[config.mk]
export PLATFORM = sky130hd
export DESIGN_NAME = norm_round_unit
export DESIGN_NICKNAME = d
export VERILOG_FILES = /design/src/rtl/norm_round_unit.sv
export SDC_FILE = /design/constraint.sdc
export NUM_CORES = 1
export LEC_CHECK = 0
export BUFFER_PORTS_ARGS = -buffer_cell sky130_fd_sc_hd__buf_2
export CAP_MARGIN = 25
export CORE_MARGIN = 2
export CORE_UTILIZATION = 45
export CTS_CLUSTER_DIAMETER = 30
export DETAILED_ROUTE_END_ITERATION = 16
export PLACE_DENSITY_LB_ADDON = 0.1
export SYNTH_ARGS = -nofsm -noshare
export SYNTH_HDL_FRONTEND = slang
export SYNTH_SLANG_ARGS = --single-unit
[constraint.sdc]
create_clock -name Clock -period 7.05 [get_ports Clock]
set_clock_uncertainty 0.2 [all_clocks]
set_input_delay 1.41 -clock Clock [delete_from_list [all_inputs] [get_ports Clock]]
set_output_delay 1.41 -clock Clock [all_outputs]
set_load 0.01 [all_outputs]
[src/rtl/norm_round_unit.sv]
// Post-add normalisation and round-to-nearest-even datapath: holds the raw sum,
// shifts it under external control, rounds, and commits the exponent with flags.
module norm_round_unit #(
  parameter int EXPBITS      = 8,
  parameter int MANTISSABITS = 23,
  localparam int NBITS       = $clog2(MANTISSABITS)
) (
  input  logic                      Clock,
  input  logic                      Reset,
  input  logic                      Load,
  input  logic [MANTISSABITS+1:0]   SumIn,
  input  logic [2:0]                GRSIn,
  input  logic [EXPBITS-1:0]        ExpIn,
  input  logic                      SREn,
  input  logic                      SLEn,
  input  logic                      IncrEn,
  input  logic                      DecrEn,
  input  logic [NBITS-1:0]          ShiftAmount,
  input  logic                      SelManMuxR,
  input  logic                      SelExpMuxR,
  output logic                      FFOValid,
  output logic [NBITS-1:0]          FFOIndex,
  output logic [MANTISSABITS+1:0]   Out,
  output logic [EXPBITS-1:0]        ResultExp,
  output logic                      Done,
  output logic                      Overflow,
  output logic                      Underflow
);

  localparam int MW = MANTISSABITS + 2;
  localparam logic [EXPBITS-1:0] EXP_MAX = '1;

  logic [MW-1:0]      man, man_n;
  logic               g, r, s, g_n, r_n, s_n;
  logic [EXPBITS-1:0] exp_q, exp_n, exp_inc, sa_ext, rexp_n;
  logic               ovf_n, unf_n, done_n;
  logic [MW:0]        ext;
  logic               round_up;

  assign Out      = man;
  assign FFOValid = |man;

  // Lowest-to-highest scan so the last hit is the leading one.
  always_comb begin
    FFOIndex = '0;
    for (int i = 0; i < MW; i++) begin
      if (man[i]) FFOIndex = NBITS'(i);
    end
  end

  // Mantissa path: Load > SREn > SLEn > SelManMuxR > hold.
  always_comb begin
    man_n    = man;
    g_n      = g;
    r_n      = r;
    s_n      = s;
    ext      = {man, g} << ShiftAmount;
    round_up = g & (r | s | man[0]);
    if (Load) begin
      man_n = SumIn;
      g_n   = GRSIn[2];
      r_n   = GRSIn[1];
      s_n   = GRSIn[0];
    end else if (SREn) begin
      man_n = {1'b0, man[MW-1:1]};
      g_n   = man[0];
      r_n   = g;
      s_n   = s | r;
    end else if (SLEn) begin
      if (ShiftAmount != '0) begin
        man_n = ext[MW:1];
        g_n   = ext[0];
        r_n   = 1'b0;
        s_n   = 1'b0;
      end
    end else if (SelManMuxR) begin
      man_n = man + MW'(round_up);
      g_n   = 1'b0;
      r_n   = 1'b0;
      s_n   = 1'b0;
    end
  end

  // Exponent path; simultaneous increment and decrement cancel out.
  always_comb begin
    exp_n   = exp_q;
    ovf_n   = Overflow;
    unf_n   = Underflow;
    exp_inc = exp_q + EXPBITS'(1);
    sa_ext  = EXPBITS'(ShiftAmount);
    if (Load) begin
      exp_n = ExpIn;
      ovf_n = 1'b0;
      unf_n = 1'b0;
    end else if (IncrEn && !DecrEn) begin
      if (exp_inc == EXP_MAX || exp_q == EXP_MAX) begin
        exp_n = EXP_MAX;
        ovf_n = 1'b1;
      end else begin
        exp_n = exp_inc;
      end
    end else if (DecrEn && !IncrEn) begin
      if (exp_q <= sa_ext) begin
        exp_n = '0;
        unf_n = 1'b1;
      end else begin
        exp_n = exp_q - sa_ext;
      end
    end
  end

  // A Load in the same cycle aborts the commit.
  always_comb begin
    done_n = SelExpMuxR & ~Load;
    rexp_n = ResultExp;
    if (done_n) rexp_n = FFOValid ? exp_q : '0;
  end

  always_ff @(posedge Clock or negedge Reset) begin
    if (!Reset) begin
      man       <= '0;
      g         <= 1'b0;
      r         <= 1'b0;
      s         <= 1'b0;
      exp_q     <= '0;
      ResultExp <= '0;
      Done      <= 1'b0;
      Overflow  <= 1'b0;
      Underflow <= 1'b0;
    end else begin
      man       <= man_n;
      g         <= g_n;
      r         <= r_n;
      s         <= s_n;
      exp_q     <= exp_n;
      ResultExp <= rexp_n;
      Done      <= done_n;
      Overflow  <= ovf_n;
      Underflow <= unf_n;
    end
  end

endmodule

==> summary.md <==
| Metric | Value |
|---|---|
| Yosys top cell area share | `0.225` |
| M1 GR Usage | `0.427` |
| Setup TNS | `0 ps` |
| Count leader, synth | `nand2_1` |
| GRT Total Usage | `0.316` |
| Ant diodes | `0` |
| IO Port Bufs | `91` |
| Most common library cells after synthesis | `nand2_1, o21ai_0, nor2_1, dfrtp_1, a21oi_1` |
| Fraction of layout cells with a size suffix above 1 | `0.226` |
| Unrepaired setup endpoints after global routing | `no` |
| Final ANT Viol Nets | `0` |
| Number of distinct library cells after synthesis | `79` |
| YS warnings | `0` |
| Crit. End Element | `flop` |
| CTS tree | `done` |
| Initial antenna violation count | `0` |
| Placed Area | `between 5000 and 6000 um^2` |
| Postcts setup bufs | `0` |
| Syn Area/Cell | `7.87 um^2` |
| Util after Layout | `0.507` |
| Crit path arrival time | `4590 ps` |
| Net Switching | `0.503 mW` |
| GR Util met2 | `0.506` |
| Core Area | `11400 um^2` |
| Area delta synth->final | `10.2%` |
| Detailed-route DRC error count | `0` |
| Mapped Nets | `723` |
| Logic gate share of total power | `0.397` |
| Tightest Pin Transition | `a little under 1000 ps` |
| Max_slew headroom | `0.356` |
| Worst setup endpoint | `exp_q[5]$_DFFE_PN0P_` |
| Vias | `5548` |
| Top post-synthesis cells by area | `dfrtp_1, mux4_2, nand2_1` |
| Final-report setup violation count | `0` |
| Hold buffer count at cts | `0` |
| CTS Sinks | `47` |
| Chip Width | `112 um` |
| Internal | `0.690 mW` |
| Total Power | `1.19 mW` |
| Crit path launch | `ShiftAmount[1]` |
| Commonest register cell after synthesis | `dfrtp_1` |
| Switching Fraction | `0.422` |
| Crit Path Class | `in2reg` |
| Reg2Reg Depth | `10` |
| Largest net degree at the start of global routing | `56` |
| RR Endpoint | `exp_q[5]$_DFFE_PN0P_` |
| Final Max Tran Viols | `0` |
| CTS Buffer Depth | `2` |
| Hold path cells | `2` |
| DPL Wire Length | `13900 um` |
| Post-synth ARST share | `1.00` |
| VDD IR max | `0.133 mV` |
| Hold WS | `286 ps` |
| Fillers | `1161` |
| Post-synth top area cell | `dfrtp_1` |
| Fin crit period | `between 4000 and 5000 ps` |
| R2R Setup Slk | `approximately 3900 ps` |
| Clock transition at the registers of the reported paths | `70 ps` |
| Pwr dens | `207 nW/um^2` |
| Final Hold Viols | `0` |
| R2r startpoint | `exp_q[0]$_DFFE_PN0P_` |
| Die H | `between 100 and 150 um` |
| Rows | `39` |
| Final Cell Area | `5760 um^2` |
| Sequential share of the synthesized area | `0.225` |
| Fmax | `217 MHz` |
| Remaining Overflow, GRT | `0` |
| GRT met3 Usage | `0.0680` |
| WL final | `just under 20000 um` |
| Flip-flop and latch count after synthesis | `between 40 and 50` |
| Critical Path Start Type | `input port` |
| Period Utilization, post-route | `0.652` |
| Vias in the first global route | `5372` |
| Static Leak | `2.42 nW` |
| Max cap viols | `0` |
| Starting Density | `0.460` |
| Synth Instances | `664` |
| DRT Pass-1 Iters | `5` |
| Root Buffer | `clkbuf_16` |
| First DRT Iteration DRCs | `666` |
| Hold WC Path Type | `reg2reg` |
| I/O pin count | `slightly above 90` |
| CP Max Fanout | `22` |
| First-pass GRT wire length | `31000 um` |
| Final nets | `758` |
| Via density | `6.58` |
| Clock share of power | `0.243` |
| Part of the power in registers | `0.359` |
| WL/cell | `23.3 um` |
| RD Place Congestion | `0.958` |
| Die area | `12500 um^2` |
| Post_cts resized | `0` |
| Post-Syn Area | `between 5000 and 6000 um^2` |
| Critical Path RT | `7040 ps` |
| Num CTS Buffers | `5` |
| Run status | `finished, final reports clean` |
| Post-synth EDFFs | `0` |
| GRT Max-Usage Layer | `met2` |
| Clk_lat worst skew | `roughly 310 ps` |
| Htree depth | `2` |
==> logic make-up (layout without fill, tap and decap cells) <==
logic type	after synthesis	count (layout)	synth area share
AOI/OAI and AO/OA	207	207	0.266
adders and majority gates	9	9	0.0230
buffers and inverters	95	131	0.0802
DFF	47	47	0.225
muxes	55	55	0.147
xor gates and xnor gates	21	21	0.0352
and+or+nand+nor	230	230	0.223
==> layer usage <==
layer | vias up | routed length (um)
li1 | 2538 | -
met1 | 2698 | 8160
met2 | 284 | 9190
met3 | 28 | 1770
met4 | 0 | 522
met5 | - | 0
==> placed cells by master, fill, tap and decap left out, drive strengths merged, types with 5 or more instances in the layout <==
| master | instances |
|---|---|
| buf | 97 |
| nand2 | 75 |
| o21ai | 56 |
| nor2 | 49 |
| dfrtp | 47 |
| a21oi | 39 |
| inv | 24 |
| mux2i | 24 |
| nand3 | 20 |
| nor3 | 17 |
| mux4 | 16 |
| mux2 | 15 |
| o31ai | 14 |
| xnor2 | 14 |
| nor4 | 12 |
| and3 | 11 |
| a211oi | 10 |
| nor2b | 10 |
| a31oi | 8 |
| ha | 8 |
| o221ai | 7 |
| a221oi | 7 |
| xor2 | 7 |
| a31o | 6 |
| nand3b | 5 |
| nand2b | 5 |
| o211ai | 5 |
| clkbuf | 5 |
| nand4 | 5 |
==> power by group through the flow <==
stage                     logic (mW)  clock network, mW  registers, mW
after floorplan                0.372                  0          0.362
after global placement         0.460                  0          0.428
after detailed placement       0.464                  0          0.429
after CTS                      0.468              0.297          0.425
after global routing           0.520              0.303          0.437
final                          0.474              0.290          0.429
==> metrics by stage <==
stage / worst slack, ps / instances
floorplan: 3020 / 664
global placement: 2340 / 834
detailed placement: 2290 / 834
CTS: 2530 / 842
global route: 2250 / 843
finish: 2450 / 843
==> final cells by class <==
type / count / area [um^2] / share of cell area
Sequential cell: 47 / 1180 / 0.204
Clock buffer: 5 / 125 / 0.0217
Inverter: 26 / 97.6 / 0.0169
Timing Repair Buffer: 97 / 508 / 0.0882
Tap cell: 143 / 179 / 0.0311
Multi-Input combinational cell: 522 / 3630 / 0.630
Clock inverter: 3 / 43.8 / 0.00760
==> critical path: stages <==
cell and delay, ps:
buf_2 390, inv_1 560, fa_1 640, a211oi_1 280, o21ai_0 210, a211oi_1 310
or3_1 340, a21oi_1 70, o32a_1 340
==> flip-flops by register name, indices dropped and copies added (netlist names) <==
signal,count
Out,25
Underflow,1
Overflow,1
s,1
ResultExp,8
Done,1
r,1
g,1
exp_q,8
==> how the worst min path moves through the flow <==
| stage | from | endpoint |
|---|---|---|
| after global placement | ResultExp[6]$_DFFE_PN0P_ | ResultExp[6]$_DFFE_PN0P_ |
| after detailed placement | ResultExp[2]$_DFFE_PN0P_ | ResultExp[2]$_DFFE_PN0P_ |
| after CTS | ResultExp[2]$_DFFE_PN0P_ | ResultExp[2]$_DFFE_PN0P_ |
| after global routing | ResultExp[2]$_DFFE_PN0P_ | ResultExp[2]$_DFFE_PN0P_ |
| after floorplan | r$_DFFE_PN0P_ | r$_DFFE_PN0P_ |
| final | ResultExp[2]$_DFFE_PN0P_ | ResultExp[2]$_DFFE_PN0P_ |
No activity file was read; power rests on OpenSTA's default activity.
